### src/rtl/if_fetch_unit_pkg.sv
// ============================================================================
// Module  : if_fetch_unit_pkg
// Brief   : Shared fetch-stage constants, state encoding and PC helpers.
// Rev     : 1.0  initial release
// ============================================================================
`default_nettype none

package if_fetch_unit_pkg;

  localparam logic [31:0] IF_RESET_PC = 32'h0000_0000;
  localparam logic [31:0] IF_PC_STEP  = 32'd4;
  localparam logic [31:0] IF_NOP_WORD = 32'h0000_0000;

  localparam int          STATE_W = 1;
  localparam logic [STATE_W-1:0] S_REQ  = 1'b0;
  localparam logic [STATE_W-1:0] S_HOLD = 1'b1;

  // Sequential successor; wraps modulo 2^32 by construction.
  function automatic logic [31:0] pc_next(input logic [31:0] pc, input logic [31:0] step);
    return pc + step;
  endfunction

  function automatic logic [31:0] word_align(input logic [31:0] addr);
    return {addr[31:2], 2'b00};
  endfunction

endpackage

`default_nettype wire

### src/rtl/nbit_reg.sv
// ============================================================================
// Module  : nbit_reg
// Brief   : N-bit enabled register with synchronous active-high reset.
// Rev     : 1.0  initial release
// ============================================================================
`default_nettype none

module nbit_reg #(
  parameter int            N         = 32,
  parameter logic [N-1:0]  RESET_VAL = '0
) (
  input  logic         clk,
  input  logic         rst,
  input  logic         en,
  input  logic [N-1:0] d,
  output logic [N-1:0] q
);

  always_ff @(posedge clk) begin
    if (rst) begin
      q <= RESET_VAL;
    end else if (en) begin
      q <= d;
    end
  end

endmodule

`default_nettype wire

### src/rtl/if_fetch_unit.sv
// ============================================================================
// Module  : if_fetch_unit
// Brief   : Instruction fetch with stall buffering and redirect bubbles.
// Rev     : 1.0  initial release
// ============================================================================
`default_nettype none

module if_fetch_unit
  import if_fetch_unit_pkg::*;
#(
  parameter logic [31:0] RESET_PC = IF_RESET_PC,
  parameter logic [31:0] PC_STEP  = IF_PC_STEP,
  parameter logic [31:0] NOP_WORD = IF_NOP_WORD
) (
  input  logic        Clk,
  input  logic        Reset,
  input  logic        stall,
  input  logic        redirect,
  input  logic [31:0] redirectPC,
  output logic        imemReq,
  output logic [31:0] imemAddr,
  input  logic        imemReady,
  input  logic [31:0] imemData,
  output logic [31:0] instructions,
  output logic [31:0] pcPlus4,
  output logic        writeEnable
);

  localparam logic [31:0] RESET_PC_PLUS = RESET_PC + PC_STEP;

  logic [STATE_W-1:0] r_state;
  logic [STATE_W-1:0] w_state_next;

  logic [31:0] r_pc;
  logic [31:0] w_pc_plus;
  logic [31:0] w_pc_d;
  logic        w_pc_en;

  logic [31:0] r_hold_word;
  logic [31:0] r_hold_pc;
  logic [31:0] w_hold_word_d;
  logic        w_hold_en;

  logic        w_req_accept;
  logic        w_req_capture;
  logic        w_hold_release;

  assign w_pc_plus      = pc_next(r_pc, PC_STEP);
  assign w_req_accept   = (r_state == S_REQ)  && imemReady && !stall && !redirect;
  assign w_req_capture  = (r_state == S_REQ)  && imemReady &&  stall && !redirect;
  assign w_hold_release = (r_state == S_HOLD) && !stall && !redirect;

  // PC advances only once its word has actually been written into IF/ID.
  assign w_pc_en = w_req_accept || w_hold_release || redirect;

  always_comb begin
    w_pc_d = w_pc_plus;
    if (redirect) begin
      w_pc_d = word_align(redirectPC);
    end else if (r_state == S_HOLD) begin
      w_pc_d = r_hold_pc;
    end
  end

  nbit_reg #(.N(32), .RESET_VAL(RESET_PC)) u_pc_reg (
    .clk (Clk),
    .rst (Reset),
    .en  (w_pc_en),
    .d   (w_pc_d),
    .q   (r_pc)
  );

  // A redirect overwrites the buffer with a NOP so a stale word cannot leak out.
  assign w_hold_en     = w_req_capture || redirect;
  assign w_hold_word_d = redirect ? NOP_WORD : imemData;

  nbit_reg #(.N(32), .RESET_VAL(NOP_WORD)) u_hold_word_reg (
    .clk (Clk),
    .rst (Reset),
    .en  (w_hold_en),
    .d   (w_hold_word_d),
    .q   (r_hold_word)
  );

  nbit_reg #(.N(32), .RESET_VAL(RESET_PC_PLUS)) u_hold_pc_reg (
    .clk (Clk),
    .rst (Reset),
    .en  (w_req_capture),
    .d   (w_pc_plus),
    .q   (r_hold_pc)
  );

  always_ff @(posedge Clk) begin
    if (Reset) begin
      r_state <= S_REQ;
    end else begin
      r_state <= w_state_next;
    end
  end

  always_comb begin
    w_state_next = r_state;
    if (redirect) begin
      w_state_next = S_REQ;
    end else begin
      case (r_state)
        S_REQ:   if (imemReady && stall) w_state_next = S_HOLD;
        S_HOLD:  if (!stall)             w_state_next = S_REQ;
        default: w_state_next = S_REQ;
      endcase
    end
  end

  always_comb begin
    imemReq      = 1'b0;
    imemAddr     = r_pc;
    instructions = NOP_WORD;
    pcPlus4      = w_pc_plus;
    writeEnable  = 1'b0;
    if (Reset) begin
      pcPlus4 = RESET_PC_PLUS;
    end else if (redirect) begin
      imemReq     = (r_state == S_REQ);
      pcPlus4     = redirectPC;
      writeEnable = 1'b1;
    end else begin
      case (r_state)
        S_REQ: begin
          imemReq = 1'b1;
          if (imemReady) begin
            instructions = imemData;
            writeEnable  = !stall;
          end
        end
        S_HOLD: begin
          instructions = r_hold_word;
          pcPlus4      = r_hold_pc;
          writeEnable  = !stall;
        end
        default: begin
          imemReq = 1'b0;
        end
      endcase
    end
  end

endmodule

`default_nettype wire

### config.mk
export PLATFORM = sky130hd
export DESIGN_NAME = if_fetch_unit
export DESIGN_NICKNAME = d
export VERILOG_FILES = /design/src/rtl/if_fetch_unit_pkg.sv /design/src/rtl/nbit_reg.sv /design/src/rtl/if_fetch_unit.sv
export SDC_FILE = /design/constraint.sdc
export NUM_CORES = 1
export LEC_CHECK = 0
export CORE_ASPECT_RATIO = 1.5
export CORE_MARGIN = 1.5
export CORE_UTILIZATION = 53
export CTS_CLUSTER_DIAMETER = 100
export DETAILED_ROUTE_END_ITERATION = 8
export PLACE_DENSITY = 0.86
export SLEW_MARGIN = 0
export SYNTH_ARGS = -nofsm -noshare
export SYNTH_HDL_FRONTEND = slang
export SYNTH_HIERARCHICAL = 1
export SYNTH_SLANG_ARGS = --single-unit
### constraint.sdc
create_clock -name Clk -period 6.48 [get_ports Clk]
set_input_delay 1.296 -clock Clk [delete_from_list [all_inputs] [get_ports Clk]]
set_output_delay 1.296 -clock Clk [all_outputs]
set_load 0.1 [all_outputs]
---- After elaboration in Yosys (flattened, before gate mapping) ----
Cells that the tools add are included.
cells by class
  bitwise operators ....................... 1
  $add $sub $neg .......................... 1
  reduce and logical (&&, ||, !) cells .... 14
  muxes and demuxes ....................... 19
operators by type and width
  cell                                           number
  2-to-1 mux 32 bit                              8
  one-hot mux 32 bit (2 select lines)            1
  adder 32 x 3 -> 32 bit, second input constant  1
  logical AND 1 bit                              8
  2-to-1 mux 1 bit                               8
  one-hot mux 1 bit (2 select lines)             2
  logical OR 1 bit                               3
  zero test 1 bit                                2
  OR reduction 2 bit                             1
  NOT 1 bit                                      1
storage, ports and cells
  register bits after elaboration ......... 97
  input port bits ......................... 69

---- Longest topological paths before layout ----
Gate-level depths: netlist of run 1.
  word-level depth ........................ 6
  depth in mapped cells ................... 9
  gate-level depth less buffers ........... 8

---- Hierarchy ----
The synthesis of run 1 kept the hierarchy.
by module, submodules not included
  module                           times used  sequential area each (um^2)  cells an instance  area an instance (um^2)
  if_fetch_unit                    1           20.0                         458                2565.0
  nbit_reg at u_hold_word_reg ...  2           640.6                        103                1163.6
  nbit_reg at u_hold_pc_reg        1           640.6                        103                1166.1

---- Worst setup path after synthesis of run 1 ----
No wires, ideal clock.
  path kind ............................... register to output
  from .................................... register u_pc_reg.q[2]
  to ...................................... output pcPlus4[12]
  arrival ................................. 5558 ps
  cell stages (with the launch flop) ...... 8
  data required time ...................... 5184 ps
  slack ................................... -374 ps
  cell sequence ........................... dfxtp_1 ha_1 nand4_2 or2_1 clkbuf_1 nor2_1 xnor2_1 a2111oi_1
between the ends
  cells in the longest elaborated chain, start to end .. 4
RTL lines
  what                    line                     source
  start, declared         nbit_reg.sv:16           output logic [N-1:0] q
  start signal, assigned  nbit_reg.sv:21           q <= RESET_VAL;
  start signal, assigned  nbit_reg.sv:23           q <= d;
  adder 32 x 3 -> 32 bit  if_fetch_unit_pkg.sv:20  return pc + step;
  2-to-1 mux 32 bit       if_fetch_unit.sv:127     case (r_state)
  2-to-1 mux 32 bit       if_fetch_unit.sv:122     end else if (redirect) begin
  2-to-1 mux 32 bit       if_fetch_unit.sv:120     if (Reset) begin
  end, declared           if_fetch_unit.sv:25      output logic [31:0] pcPlus4,
No other way between the ends.

---- Worst setup path after layout of run 1 ----
  from .................................... input redirect
  to ...................................... output pcPlus4[30]
between the ends
  cells in the longest elaborated chain, start to end .. 2
RTL lines
  what               line                  source
  start, declared    if_fetch_unit.sv:18   input logic redirect,
  2-to-1 mux 32 bit  if_fetch_unit.sv:122
  2-to-1 mux 32 bit  if_fetch_unit.sv:120
No other way between the ends.

==> metrics.md, run 1 <==
| Metric | Value |
|---|---|
| Worst reg2reg setup slack | `slightly below 4 ns` |
| Area grow syn2layout | `28.7%` |
| Yosys top cell area share | `0.321` |
| Seq pwr share | `0.377` |
| Setup TNS | `0 ns` |
| FFs w/ async S/R, synth | `0` |
| # diodes | `0` |
| Via density | `5.54` |
| TritonRoute pass-1 iters | `5` |
| GRT Resource Usage Total | `0.258` |
| # rows | `47` |
| Max Cap Viol | `0` |
| CTS tree | `built` |
| Largest cells by area after synthesis | `dfxtp_1, mux2i_1, nor2_1, nor2b_1, nand2_1` |
| Final worst slack | `between 1.5 and 2 ns` |
| Clock-pin slew on the worst setup and hold paths | `0.06 ns` |
| Nets | `965` |
| Boundary pin count | `167` |
| Gates resized, CTS repair | `0` |
| Pin count of the biggest net entering global routing | `93` |
| Share of total power in the clock network | `0.330` |
| Iter 0 DRT Violations | `271` |
| Combinational Power Share | `0.293` |
| Status | `finished, final reports clean` |
| Yosys reg bits | `97` |
| FF+latch area | `1950 sq um` |
| Fmax | `0.206 GHz` |
| Final setup fails | `0` |
| Antenna violations before repair | `0` |
| Largest area contributor in the netlist | `dfxtp_1` |
| Total gr overflow | `0` |
| Vias in the first global route | `5,325` |
| RSZ-0062 raised after global routing | `false` |
| Reg2reg path depth | `6` |
| Final Max Slew Viols | `0` |
| Relative slew slack | `0.323` |
| Switching Fraction | `0.352` |
| Detailed Place HPWL | `10,900 microns` |
| Final Cell Area | `7800 sq um` |
| Hold_sp | `u_hold_word_reg/q[8]` |
| Post-synth EDFFs | `0` |
| Final WL | `15,900 microns` |
| Crit end category | `output port` |
| Switching power | `about 610 uW` |
| Main synth FF type | `dfxtp_1` |
| Worst EP arrival | `3.57 ns` |
| Die width | `about 90 microns` |
| Hold Worst Slack | `roughly 0.50 ns` |
| Syn_nets | `837` |
| CTS buffer count | `9` |
| Placer congestion estimate | `0.852` |
| Cells on Worst Hold Path | `2` |
| Worst vdd ir | `0.000124 V` |
| CTS Buffer Depth | `2` |
| # port buffers | `approximately 170` |
| Filler instances | `slightly above 900` |
| Register area share after synthesis | `0.321` |
| First-pass GRT wire length | `25,600 microns` |
| Cell Area, Synth | `6060 sq um` |
| Final Hold Vio Count | `0` |
| Crit Path Max Fanout | `13` |
| Kind of critical path | `in2out` |
| Multi-input logic area | `3730 sq um` |
| H-tree levels | `3` |
| Core Region | `between 10,000 and 15,000 sq um` |
| Min cycle time layout | `roughly 4.9 ns` |
| Period utilization | `0.751` |
| Root Driver | `clkbuf_16` |
| P per Cell Area | `223 nW/um^2` |
| Post-Route Skew | `0.00848 ns` |
| Initial core utilization | `0.545` |
| CP required | `slightly above 5 ns` |
| Lkg Pwr | `about 3.4 nW` |
| Hold endpoint | `u_hold_word_reg/q[8]` |
| Die H | `approximately 130 microns` |
| Routed wire length per instance | `15.2 microns` |
| CP Launch Type | `input port` |
| Sink Count | `97` |
| Reg2reg start | `r_state` |
| ANT nets after route | `0` |
| DRC viols | `0` |
| Ratio of cells with drive above 1 in the final layout | `0.119` |
| Total number of vias | `5,800` |
| Synth warnings | `6` |
| Dpl ws | `1.64 ns` |
| Tightest Pin Transition | `slightly above 1 ns` |
| Post-CTS Setup Bufs | `0` |
| Worst R2R End | `u_pc_reg/q[31]` |
| DP Area | `7480 sq um` |
| Internal | `1.13 mW` |
| Post-Synthesis Cells | `767` |
| Path type of the worst min-delay path | `reg2reg` |
| Netlist cell types | `56` |
| Worst-Skew Late Latency | `0.34 ns` |
| Die ar. | `12,100 sq um` |
| Mapped Avg Cell Area | `7.90 sq um` |
| Post-CTS Hold Fix Bufs | `0` |
==> kinds of logic (layout without fill, tap and decap cells) <==
logic type / count (synthesis) / count (layout) / share of synthesized area
and+or+nand+nor: 366 / 366 / 0.283
muxes: 113 / 113 / 0.187
AOI/OAI and AO/OA: 101 / 101 / 0.106
DFF: 97 / 97 / 0.321
buffers and inverters: 67 / 200 / 0.0700
xor gates and xnor gates: 22 / 22 / 0.0318
adders and majority gates: 1 / 1 / 0.00206
==> registers in the layout, indices dropped and copies added, names as in the netlist <==
name / count
u_hold_word_reg/q: 32
r_state: 1
u_hold_pc_reg/q: 32
u_pc_reg/q: 32
==> area by class of cell <==
cell class                 count  share of cell area
tap                          147              0.0236
timing repair buffer         175               0.203
sequential                    97               0.249
clock inverter                 5              0.0101
multi-input combinational    603               0.478
clock buffer                  11              0.0311
inverter                       9             0.00433
==> worst max-delay path by stage <==
| stage | start | endpoint | slack, ns | cells after the start |
|---|---|---|---|---|
| after floorplan | u_pc_reg/q[2] | pcPlus4[10] | 0.84 | 6 |
| after global placement | redirect | pcPlus4[30] | 1.64 | 6 |
| after detailed placement | redirect | pcPlus4[30] | 1.64 | 6 |
| after CTS | redirect | pcPlus4[30] | 1.64 | 6 |
| after global routing | redirect | pcPlus4[30] | 1.55 | 6 |
| final | redirect | pcPlus4[30] | 1.61 | 6 |
==> through the flow <==
step           power [mW]  cells   util
3_3_place_gp         1.17   1031  0.673
4_1_cts              1.75   1047  0.702
6_report             1.74   1047  0.702
5_1_grt              1.80   1047  0.702
2_1_floorplan        1.05    767      -
3_5_place_dp         1.18   1031  0.673
==> metal layers <==
metal  global-route usage  vias to the layer above  routed length (microns)
met5                    0                        -                        0
met4                0.127                        0                      507
met3               0.0448                       35                      889
met2                0.463                      236                     8240
met1                0.294                     2669                     6230
li1                     -                     2860                        -
==> power groups by stage <==
stage / Combinational [mW] / Clock [mW] / Sequential (mW)
floorplan: 0.308 / 0 / 0.746
global placement: 0.505 / 0 / 0.668
detailed placement: 0.509 / 0 / 0.669
CTS: 0.510 / 0.584 / 0.655
global route: 0.535 / 0.606 / 0.660
finish: 0.509 / 0.575 / 0.656
==> cells in the mapped netlist (2+ instances only) <==
cell      instances
o221a_2           2
inv_1             9
mux2i_1         112
or3_1             4
and2_1            3
nand2_1          65
nor2_1          185
and4_1            2
buf_1             6
buf_6             3
nor4_1            7
a21oi_1          48
a22oi_1          14
nand4_2           2
nand3_1          11
xor2_1            8
nor4_4            2
and3_1            2
o21ai_0          13
nand4_1           7
a21boi_0          2
a21o_1            2
nor3b_1           7
dfxtp_1          97
o31a_1            2
nor2b_1          43
xnor2_1          14
buf_12            9
clkbuf_1         37
a222oi_1          2
or2_2             8
a211oi_1          4
nor3_1            9
buf_2             2
nand2b_1          3
==> layout by cell type, fill, tap and decap left out, drive strengths merged, types with 8 or more instances in the layout <==
cell and count:
nand3 12, or2 9, inv 9, nor2 185
nor4 10, o21ai 13, nand2 65, nor2b 43
a21oi 49, clkbuf 11, xnor2 14, mux2i 112
dfxtp 97, nor3 9, a22oi 14, clkdlybuf4s50 110
xor2 8, buf 65, nand4 9
==> critical path: stages <==
cell	delay [ns]
buf_2	0.16
inv_1	0.43
and3_1	0.26
a21oi_1	0.06
a31oi_1	0.19
clkdlybuf4s50_1	1.17
No activity file was read; power rests on OpenSTA's default activity.
==> inputs of run 2 (changes only) <==
- CORE_UTILIZATION: 53 -> 49
- PLACE_DENSITY: 0.86 -> 0.8
- clock period: 6.48 -> 5 ns (I/O delays scaled with it)
==> run 2 against run 1 <==
Effect of this change:
- global-route usage down 0.81 points
- clock-buffer cell count unchanged
- setup slack worse by 0.49 ns
- sequential cell count unchanged
- via count down 0.88%
- routed wire length up 3.4%
- final cell count up 0.86%
- final area up 2.4%
- die area up 7.9%
- highest routed layer unchanged
==> metrics.md, run 2 (same netlist as run 1, synthesis figures left out) <==
| Metric | Value |
|---|---|
| Tightest Pin Transition | `roughly 1.0 ns` |
| Worst R2R End | `u_hold_pc_reg/q[14]` |
| Nets | `968` |
| First-pass GRT wire length | `about 26,000 microns` |
| WP buf/inv | `1` |
| Max Cap Viol | `0` |
| CTS tree | `built` |
| Final Core Density | `0.665` |
| Final Hold Vio Count | `0` |
| Post-Route Skew | `0.00554 ns` |
| Status | `finished, final reports clean` |
| CTS Buffer Depth | `2` |
| Seq pwr share | `0.380` |
| Worst-path cell chain | `ha_1, nand4_2, or2_1, nor2_1, xnor2_1, a2111oi_2, buf_4` |
| Cells on Worst Hold Path | `2` |
| CP max stage cell | `dfxtp_1` |
| Path type of the worst min-delay path | `reg2reg` |
| Pin count of the biggest net entering global routing | `93` |
| Crit Path Max Fanout | `8` |
| Gates resized, CTS repair | `0` |
| P per Cell Area | `280 nW/um^2` |
| Core Region | `12,000 sq um` |
| ANT nets after route | `0` |
| Die width | `93.8 microns` |
| Relative slew slack | `0.309` |
| Filler instances | `1,066` |
| Total gr overflow | `0` |
| # port buffers | `166` |
| Kind of critical path | `reg2out` |
| Ratio of cells with drive above 1 in the final layout | `0.137` |
| CP top delay family | `simple AND/OR/NAND/NOR gates` |
| Switching Fraction | `0.362` |
| CTS buffer count | `9` |
| GRT Resource Usage Total | `0.250` |
| Internal | `roughly 1.4 mW` |
| Iter 0 DRT Violations | `275` |
| Area grow syn2layout | `31.8%` |
| Boundary pin count | `167` |
| Worst EP arrival | `2.88 ns` |
| Setup TNS | `0 ns` |
| Initial core utilization | `0.504` |
| H-tree levels | `3` |
| Combinational Power Share | `0.306` |
| # rows | `49` |
| Worst reg2reg setup slack | `2.41 ns` |
| Final WL | `between 15,000 and 20,000 microns` |
| Reg2reg start | `r_state` |
| DRC viols | `0` |
| Fmax | `0.258 GHz` |
| Multi-input logic area | `3750 sq um` |
| Final setup fails | `0` |
| CP required | `4.00 ns` |
| Crit end category | `output port` |
| Total number of vias | `5,749` |
| Vias in the first global route | `5,361` |
| Min cycle time layout | `3.88 ns` |
| Regs by FF count | `u_hold_pc_reg/q (32), u_hold_word_reg/q (32), u_pc_reg/q (32)` |
| Worst vdd ir | `0.000153 V` |
| Final worst slack | `1.12 ns` |
| FF+latch area | `1950 sq um` |
| Hold endpoint | `u_hold_pc_reg/q[30]` |
| # diodes | `0` |
| Final Max Slew Viols | `0` |
| Tot Pwr | `2.24 mW` |
| Sink Count | `97` |
| Reg2reg path depth | `5` |
| Die H | `139 microns` |
| Switching power | `around 810 uW` |
| RSZ-0062 raised after global routing | `false` |
| Dpl ws | `1.13 ns` |
| Commonest non-fill, non-tap cell in the layout | `nor2_1` |
| Root Driver | `clkbuf_16` |
| CP Launch Type | `flop` |
| Lkg Pwr | `3.45 nW` |
| Hold Worst Slack | `0.494 ns` |
| Post-CTS Setup Bufs | `0` |
| Detailed Place HPWL | `11,300 microns` |
| Commonest cells after routing, fill and taps aside | `nor2_1, mux2i_1, clkdlybuf4s50_1, dfxtp_1, nand2_1` |
| Post-CTS Hold Fix Bufs | `0` |
| Clock-pin slew on the worst setup and hold paths | `roughly 0.070 ns` |
| Via density | `5.44` |
| Worst-Skew Late Latency | `~0.35 ns` |
| Placer congestion estimate | `0.844` |
| Antenna violations before repair | `0` |
| TritonRoute pass-1 iters | `5` |
| Die ar. | `between 10,000 and 15,000 sq um` |
| Share of total power in the clock network | `0.314` |
| Period utilization | `0.775` |
| Crit-path max cell delay | `0.47 ns` |
| Routed wire length per instance | `~16 microns` |
| Hold_sp | `u_hold_pc_reg/q[30]` |
==> run 2: cell types whose count changed in the layout (fill, tap and decap cells not counted), moves of 2 or more <==
cell	change
buf_12	+15
clkdlybuf4s50_1	-12
a211oi_1	-2
a211oi_2	+2
clkinvlp_4	+2
==> run 2: power by group through the flow <==
stage	clock network [mW]	logic [mW]	registers, mW
floorplan	0	0.402	0.967
global placement	0	0.678	0.866
detailed placement	0	0.683	0.867
CTS	0.707	0.685	0.850
global route	0.743	0.718	0.856
finish	0.701	0.683	0.850
==> run 2: layer usage <==
metal | share of wire | track usage
met2 | 0.53 | 0.467
met4 | 0.025 | 0.0903
met5 | 0 | 0
met1 | 0.40 | 0.278
met3 | 0.043 | 0.0395
==> run 2: layout make-up <==
| class | count | area share |
|---|---|---|
| Timing Repair Buffer | 178 | 0.221 |
| Clock inverter | 5 | 0.00689 |
| Sequential cell | 97 | 0.244 |
| Multi-Input combinational cell | 603 | 0.470 |
| Inverter | 9 | 0.00423 |
| Tap cell | 153 | 0.0240 |
| Clock buffer | 11 | 0.0304 |
==> run 2: worst max-delay path by stage <==
stage                              from         endpoint  slack (ns)  cells after the start
after floorplan           u_pc_reg/q[2]      pcPlus4[12]       -0.17                      7
after global placement        imemReady  instructions[9]        1.15                      7
after detailed placement      imemReady  instructions[9]        1.13                      7
after CTS                     imemReady  instructions[8]        1.12                      7
after global routing          imemReady  instructions[3]        0.91                      7
final                     u_pc_reg/q[2]      pcPlus4[12]        1.12                      7
==> run 2: tightest hold or removal path: cells and delay by family, from the launching register on <==
family / cells / cell delay [ns]
multiplexers: 1 / 0.06
flip-flops: 1 / 0.32
AND/OR/NAND/NOR: 1 / 0.08
==> run 2: per-stage QoR <==
stage                     instances  instance area [sq um]
after global placement         1040                   7690
after CTS                      1056                   7990
after floorplan                 767                   6090
after global routing           1056                   7990
after detailed placement       1040                   7690
final                          1056                   7990
